## src/rtl/seg7_pkg.sv

```systemverilog
// Shared constants and types for the 8-digit seven-segment scanner.
package seg7_pkg;

  localparam int N_DIGITS = 8;
  localparam int DIGIT_W  = 4;

  localparam logic [N_DIGITS-1:0] AN_OFF = 8'hFF;

  typedef enum logic [0:0] {
    PH_BLANK = 1'b0,
    PH_SHOW  = 1'b1
  } phase_t;

endpackage

```

## src/rtl/seg7_scan_decoder.sv

```systemverilog
// Hex nibble to seven-segment pattern, active-low segments, y = {g,f,e,d,c,b,a}.
module decoder (
  input  logic [3:0] x,
  output logic [6:0] y
);

  always_comb begin
    y = 7'h7F;
    case (x)
      4'h0: y = 7'h40;
      4'h1: y = 7'h79;
      4'h2: y = 7'h24;
      4'h3: y = 7'h30;
      4'h4: y = 7'h19;
      4'h5: y = 7'h12;
      4'h6: y = 7'h02;
      4'h7: y = 7'h78;
      4'h8: y = 7'h00;
      4'h9: y = 7'h10;
      4'hA: y = 7'h08;
      4'hB: y = 7'h03;
      4'hC: y = 7'h46;
      4'hD: y = 7'h21;
      4'hE: y = 7'h06;
      4'hF: y = 7'h0E;
      default: y = 7'h7F;
    endcase
  end

endmodule

```

## src/rtl/seg7_scan.sv

```systemverilog
// Time-multiplexed 8-digit seven-segment scanner with per-slot blanking gap
// and a per-frame snapshot of the digit data and masks.
module seg7_scan
  import seg7_pkg::*;
#(
  parameter int REFRESH_DIV  = 100000,
  parameter int BLANK_CYCLES = 1000
) (
  input  logic                          clk,
  input  logic                          rst,
  input  logic [N_DIGITS*DIGIT_W-1:0]   data,
  input  logic [N_DIGITS-1:0]           digit_en,
  input  logic [N_DIGITS-1:0]           dot_en,
  output logic [N_DIGITS-1:0]           AN,
  output logic [6:0]                    HEX,
  output logic                          DP
);

  localparam int CNT_W = (REFRESH_DIV > 2) ? $clog2(REFRESH_DIV) : 1;
  localparam int IDX_W = $clog2(N_DIGITS);
  localparam logic [CNT_W-1:0] CNT_LAST = CNT_W'(REFRESH_DIV - 1);
  localparam logic [CNT_W-1:0] BLANK_C  = CNT_W'(BLANK_CYCLES);
  localparam phase_t PH_RST = (BLANK_CYCLES == 0) ? PH_SHOW : PH_BLANK;

  logic [CNT_W-1:0]              r_cnt;
  logic [IDX_W-1:0]              r_idx;
  phase_t                        r_phase;
  logic [N_DIGITS*DIGIT_W-1:0]   r_data_s;
  logic [N_DIGITS-1:0]           r_en_s;
  logic [N_DIGITS-1:0]           r_dot_s;
  logic [N_DIGITS-1:0]           r_an;
  logic [6:0]                    r_hex;
  logic                          r_dp;

  logic                          w_snap;
  logic                          w_cnt_wrap;
  logic [CNT_W-1:0]              w_cnt_next;
  phase_t                        w_phase_next;
  logic [N_DIGITS*DIGIT_W-1:0]   w_data_eff;
  logic [N_DIGITS-1:0]           w_en_eff;
  logic [N_DIGITS-1:0]           w_dot_eff;
  logic [DIGIT_W-1:0]            w_nib [N_DIGITS];
  logic [DIGIT_W-1:0]            w_dec_in;
  logic [6:0]                    w_seg;
  logic                          w_lit;

  // On the snapshot cycle the shadows are still being loaded, so the live
  // inputs are used directly to keep the whole frame on one sample.
  assign w_snap     = (r_cnt == '0) && (r_idx == '0);
  assign w_data_eff = w_snap ? data     : r_data_s;
  assign w_en_eff   = w_snap ? digit_en : r_en_s;
  assign w_dot_eff  = w_snap ? dot_en   : r_dot_s;

  genvar gi;
  generate
    for (gi = 0; gi < N_DIGITS; gi++) begin : g_nib
      assign w_nib[gi] = w_data_eff[gi*DIGIT_W +: DIGIT_W];
    end
  endgenerate

  // Forcing nibble 0 under reset gives the decoder(0) reset value on HEX.
  assign w_dec_in = rst ? '0 : w_nib[r_idx];

  decoder u_decoder (
    .x (w_dec_in),
    .y (w_seg)
  );

  assign w_cnt_wrap = (r_cnt == CNT_LAST);
  assign w_cnt_next = w_cnt_wrap ? '0 : r_cnt + 1'b1;
  assign w_lit      = (r_phase == PH_SHOW) && w_en_eff[r_idx];

  always_comb begin
    w_phase_next = PH_SHOW;
    if (BLANK_CYCLES != 0 && w_cnt_next < BLANK_C) begin
      w_phase_next = PH_BLANK;
    end
  end

  always_ff @(posedge clk) begin
    if (rst) begin
      r_cnt    <= '0;
      r_idx    <= '0;
      r_phase  <= PH_RST;
      r_data_s <= '0;
      r_en_s   <= '0;
      r_dot_s  <= '0;
      r_an     <= AN_OFF;
      r_dp     <= 1'b1;
      r_hex    <= w_seg;
    end else begin
      r_cnt   <= w_cnt_next;
      r_phase <= w_phase_next;
      if (w_cnt_wrap) begin
        r_idx <= r_idx + 1'b1;
      end
      if (w_snap) begin
        r_data_s <= data;
        r_en_s   <= digit_en;
        r_dot_s  <= dot_en;
      end
      r_hex <= w_seg;
      r_an  <= w_lit ? ~(N_DIGITS'(1) << r_idx) : AN_OFF;
      r_dp  <= w_lit ? ~w_dot_eff[r_idx] : 1'b1;
    end
  end

  assign AN  = r_an;
  assign HEX = r_hex;
  assign DP  = r_dp;

endmodule

```

## config.mk

```make
export PLATFORM = sky130hd
export DESIGN_NAME = seg7_scan
export DESIGN_NICKNAME = d
export VERILOG_FILES = /design/src/rtl/seg7_pkg.sv /design/src/rtl/seg7_scan_decoder.sv /design/src/rtl/seg7_scan.sv
export SDC_FILE = /design/constraint.sdc
export NUM_CORES = 1
export LEC_CHECK = 0
export BUFFER_PORTS_ARGS = -buffer_cell sky130_fd_sc_hd__buf_2
export CORE_MARGIN = 5
export CORE_UTILIZATION = 25
export CTS_CLUSTER_DIAMETER = 120
export DETAILED_ROUTE_END_ITERATION = 12
export PLACE_DENSITY_LB_ADDON = 0.15
export SLEW_MARGIN = 0
export SYNTH_ARGS = -nofsm -noshare
export SYNTH_HDL_FRONTEND = slang
export SYNTH_SLANG_ARGS = --single-unit
```

## constraint.sdc

```tcl
create_clock -name clk -period 4.8 [get_ports clk]
set_input_delay 0.96 -clock clk [delete_from_list [all_inputs] [get_ports clk]]
set_output_delay 0.96 -clock clk [all_outputs]
set_load 0.05 [all_outputs]
```

== Word-level counts from Yosys, hierarchy flattened ==
Memory sizes are Yosys's and may differ from the RTL's. A register that Yosys moved wholly into a read port is not among the register bits.
Index checks and enable logic that the tools add are counted.
Word-level totals
  input bits: 50
  memories kept: 1
  bits in read-only memories: 112
  register bits after elaboration: 78
  word-level logic and storage cells: 38
  output and inout bits: 16
Operators by class
  reduce and logical (&&, ||, !) cells: 5
  order comparisons: 3
  shift-type cells: 1
  $add $sub $neg: 2
  multiplexer cells: 13
  bitwise operators: 4
  equality and inequality tests: 1
Memory list
  (no name shown): depth 16, width 7, read ports 1, clocked after Yosys merged registers in 1, write ports 0, line seg7_scan_decoder.sv:9  | case (x)
Operator list (number)
  $mux 32: 1
  $add 17x1->17 const B: 1
  $eq 17x17->1 const B: 1
  $logic_not 17->1: 1
  $lt 17x10->1 const B: 1
  $mux 17: 1
  $mux 8: 2
  $bmux 4 s3: 1
  $mux 4: 3
  $not 8->8: 1
  $shl 1x3->8 const A: 1
  $bmux 1 s3: 2
  $ge 4x4->1 const B: 1
  $lt 3x4->1 const B: 1
  $not 3->4: 1
  $add 3x1->3 const B: 1
  $logic_not 3->1: 1
  $mux 1: 3
  $logic_and 1x1->1: 2
  $not 1->1: 2
  $reduce_or 2->1: 1

== Depth between registers and ports, before layout ==
  depth after elaboration: 8
  mapped depth: 16
  gate-level depth less buffers: 14

== Cells and area by module ==
A second synthesis with hierarchy kept.
Second synthesis, totals
  cells, all modules: 448
  area total of the unflattened synthesis: 4242.8 µm²
By module, submodules not included
  seg7_scan: instances 1, area an instance 3968.8 µm², cells each 415, sequential area each 1701.6 µm²
  decoder: instances 1, area an instance 274.0 µm², cells each 33, sequential area each 0.0 µm²

== Worst setup path before layout ==
No wires, ideal clock.
  path type: reg-to-reg
  start point: reg r_idx[0]
  end point: reg r_hex[1] (netlist: HEX[1])
  path buffers: 3
  stages on the path, launching flop included: 15
  slack: 1.602 ns
  data arrival time: 3.110 ns
  clock period less this slack: 3.198 ns
  setup time: 0.088 ns
  cells stage by stage: dfxtp_1 > inv_1 > buf_2 > ha_1 > nor4b_4 > buf_6 > buf_6 > mux2i_1 > mux4_2 > nand2_1 > nand3b_2 > inv_2 > ha_1 > mux2_4 > o32ai_2
Between the ends
  longest elaborated chain between the ends: 7
  elaborated cells between the ends (all ways): 8
Ends and longest elaborated chain
  start, declared: line seg7_scan.sv:26  | logic [IDX_W-1:0] r_idx;
  start signal, assigned: line seg7_scan.sv:95  | r_idx <= r_idx + 1'b1;
  $logic_not 3->1: line seg7_scan.sv:49  | assign w_snap = (r_cnt == '0) && (r_idx == '0);
  $logic_and 1x1->1: line seg7_scan.sv:49
  $mux 32
  $bmux 4 s3 *: line seg7_scan.sv:62  | assign w_dec_in = rst ? '0 : w_nib[r_idx];
  $mux 4 (implied by the code) * (2 in series): line seg7_scan.sv:62
  $mux 4 *: line seg7_scan.sv:62
  end, declared: line seg7_scan.sv:32  | logic [6:0] r_hex;
Mark *: on every way between the ends. The rest lies on a longest branch, timed or not. The select of a mux whose other input is x is not followed.
A chain may end at the register's enable or synchronous reset.

== Final worst setup path ==
  start point: reg r_idx[2]
  end point: reg r_hex[1] (netlist: HEX[1])
The elaborated chain is that of the path after synthesis.

==> results.env <==
SEQ_POWER_SHARE=0.430
CRITPATHKIND='reg2reg'
VIA_COUNT=2934
CRIT_REQUIRED_NS=5.05
AVGROUTEDWIREPERCELL_UM=14.2
POST_CTS_BUFFERS=0
POWER_FRAC_CLOCK=0.402
DIE-AREA_SQ_MM=0.0190
TIMING.FINAL.CRIT_SHARE=0.768
TIMING.CRITICAL_PATH.BUF_INV=2
YS_ASYNC_SR_FRACTION=0
ROUTED_VIA_DENSITY=4.34
DIE_Y_UM=138
VIAS_IN_THE_FIRST_GLOBAL_ROUTE=2832
CTS_SINKS=85
SYNTH.DISTINCT_CELLS=52
DRT_ITER0_MARKERS=101
INITIAL_CORE_UTIL=0.256
SYNTH-MAIN-FF-CELL='sky130_fd_sc_hd__dfxtp_1'
SYNTH_MOST_COMMON_CELL='sky130_fd_sc_hd__dfxtp_1'
NETLIST_TOP_CELLS_AREA='sky130_fd_sc_hd__dfxtp_1 42%, sky130_fd_sc_hd__mux2i_1 14%, sky130_fd_sc_hd__nor2_1 7.0%, sky130_fd_sc_hd__mux4_2 6.6%, sky130_fd_sc_hd__ha_1 4.3%'
SLEW_VIOLS_FINAL=0
WORST_PATH_LARGEST_CELL_DELAY_NS=0.56
CP-START-KIND='flop'
CTS_MAX_PATH_BUFFERS=2
SETUP_VIOLATIONS=0
POWER_mW=1.79
POWER.LEAKAGE_nW=2.05
POWER.DENSITY_mW_PER_MM2=371
TOTAL_CTS_BUFFERS=9
TOP_LEVEL_PORTS=66
MAXCAPVIOLCOUNT=0
CP_TOP_FAMILY='simple AND/OR/NAND/NOR gates'
NUM-NETS-FINAL=519
P_SW_FRAC=0.261
DIE_W_UM=138
YS_WARN_COUNT=0
POST_SYNTH_EDFFS=0
PATH_MAX_FANOUT=36
VDD.IR_DROP.WORST_mV=0.189
PLACEDINSTANCEAREA_SQ_MM=0.00452
SYNTH.TOP_CELLS.BY_COUNT='85 x sky130_fd_sc_hd__dfxtp_1, 76 x sky130_fd_sc_hd__nor2_1, 56 x sky130_fd_sc_hd__mux2i_1, 21 x sky130_fd_sc_hd__nand2_1, 14 x sky130_fd_sc_hd__ha_1'
WORST_SKEW_PAIR.LATE_LATENCY_NS=0.34
WIRELENGTH_MM=9.58
CRIT_PATH_END_KIND='flop'
OUTCOME='finished clean'
DP_HPWL_MM=6.99
CTSRESIZECOUNT=0
CTSROOTBUFFERMASTER='sky130_fd_sc_hd__clkbuf_16'
GLOBALROUTETOTALUTIL=0.105
LAYOUT-DRIVE-GT1-SHARE=0.250
HOLD_VIOL=0
GLOBALROUTEOVERFLOWTOTAL=0
SYNTHESIS_STAGE_REGISTER_BIT_COUNT=85
FINAL_WEIGHTED_CONGESTION_OF_ROUTABILITY_DRIVEN_GLOBAL_PLACEMENT=0.738
POWER.COMBINATIONAL.FRACTION=0.168
GRT_MAX_DEGREE=45
IO_BUFFER_COUNT=65
TIMING.CRITICAL_PATH.ARRIVAL_NS=3.94
TRITONCTS='done'
CRIT_SLOWEST_CELL='sky130_fd_sc_hd__buf_4'
TIMING.HOLD.WS_NS=0.484
TIMING.SETUP.TNS_NS=0
MAX_FREQ_GHz=0.271
POST-ROUTE-DRC-COUNT=0
DRT.ANTENNA.VIOLATING_NETS=0
UNREPAIRED_SETUP_ENDPOINTS_AFTER_GLOBAL_ROUTING='false'
CELL_INTERNAL_PWR_mW=1.32
POWER_SWITCHING_mW=0.467
SYN_INST=404
SYNTH.YOSYS.SEQ_AREA_SHARE=0.416
FP.COREAREA_SQ_MM=0.0159
WORSTHOLDPATHCELLS=1
FINAL_CORE_UTIL=0.303
MAX-SLEW-MARGIN-REL=0.493
WORSTSETUPPATHDEPTH=12
DIODES=0
AREA_GROWTH_SYN_TO_LAYOUT_PCT=18.3
GRT_ANTENNA_BEFORE_REPAIR=0
FIRST_PASS_GRT_WIRE_LENGTH_MM=15.2
SYNTHDOMINANTAREACELLTYPE='sky130_fd_sc_hd__dfxtp_1'
LAYOUT.CELL_AREA.NON_FILLER_SQ_MM=0.00483
CRITICAL_PATH.CELL_CHAIN='nor4_4 > nand4_2 > nor4b_4 > buf_4 > mux2i_1 > mux4_2 > nand2_1 > nand3b_2 > inv_2 > ha_1 > mux2_4 > o32ai_2'
HTREEDEPTH=3
MEAN_POST_SYNTH_CELL_AREA_SQ_UM=10.1
PLACEMENTROWS=46
NETLIST_AREA_SQ_MM=0.00409
POSTCTSHOLDBUFS=0
LAYOUT_MIN_CYCLE_TIME_NS=3.69
FIRSTDRTPASSITERS=4
WORSTHOLDPATHTYPE='reg2reg'
WORST-SLEW-PIN-TRANSITION_NS=0.758
CLK_PIN_SLEW_NS=0.06
FINALCLOCKSKEW_NS=0.00755
MAPPEDNETLISTNETS=468
WORST-R2R-CELL-COUNT=12
SYNTH.TOP_CELL.AREA_SHARE=0.416
## logic make-up (layout without fill, tap and decap cells)
| family | after synthesis | after routing | share of synthesized area |
|---|---|---|---|
| fa+ha+maj | 14 | 14 | 0.0429 |
| compound gates | 35 | 35 | 0.0606 |
| xor+xnor | 15 | 15 | 0.0322 |
| buf+inv | 40 | 96 | 0.0569 |
| flops | 85 | 85 | 0.416 |
| simple gates | 146 | 146 | 0.184 |
| mux | 69 | 69 | 0.207 |
## routing by layer
layer  wire length [um]  part of all wire  GRT usage
met5                  0                 0          0
met4                132             0.014     0.0362
met2               4360              0.45      0.166
met1               4600              0.48      0.136
met3                496             0.052     0.0334
## worst paths after layout
kind / startpoint / to / slack (ns)
min reg2reg: r_cnt[0]$_SDFF_PP0_ / r_cnt[0]$_SDFF_PP0_ / 0.48
min: r_cnt[0]$_SDFF_PP0_ / r_cnt[0]$_SDFF_PP0_ / 0.48
max: r_idx[2]$_SDFFE_PP0N_ / HEX[1]$_DFF_P_ / 1.11
max reg2reg: r_idx[2]$_SDFFE_PP0N_ / HEX[1]$_DFF_P_ / 1.11
## power groups by stage
stage          sequential [mW]  combinational [mW]  clock [mW]
2_1_floorplan            0.820               0.211           0
3_3_place_gp             0.787               0.304           0
3_5_place_dp             0.787               0.306           0
4_1_cts                  0.771               0.306       0.750
5_1_grt                  0.776               0.330       0.774
6_report                 0.771               0.301       0.720
## sequential cells by signal (all words and copies together) (netlist names)
signal,cells
HEX,7
DP,1
r_cnt,17
r_idx,3
r_phase,1
r_data_s,32
r_en_s,8
AN,8
r_dot_s,8
## cells in the final DEF (no fill, tap or decap), types with 9 or more instances in the layout
cell type                   instances
sky130_fd_sc_hd__dfxtp_1           85
sky130_fd_sc_hd__clkbuf_16          9
sky130_fd_sc_hd__nand3_1           13
sky130_fd_sc_hd__nand2_1           21
sky130_fd_sc_hd__nor2_1            76
sky130_fd_sc_hd__mux2i_1           56
sky130_fd_sc_hd__ha_1              14
sky130_fd_sc_hd__a21oi_1           10
sky130_fd_sc_hd__mux4_2            12
sky130_fd_sc_hd__buf_2             65
## per-stage QoR
step | cells | worst slack, ns
floorplan | 404 | 1.60
global placement | 660 | 1.21
detailed placement | 660 | 1.10
CTS | 676 | 1.09
global route | 676 | 0.859
finish | 676 | 1.11
## area by class of cell
cell class / count / area, sq um
fill: 1686 / 11100
multi-input combinational: 279 / 2150
sequential: 85 / 1700
timing repair buffer: 70 / 363
tap: 216 / 270
clock buffer: 12 / 256
clock inverter: 4 / 53.8
inverter: 10 / 37.5
No activity file was read; power rests on OpenSTA's default activity.
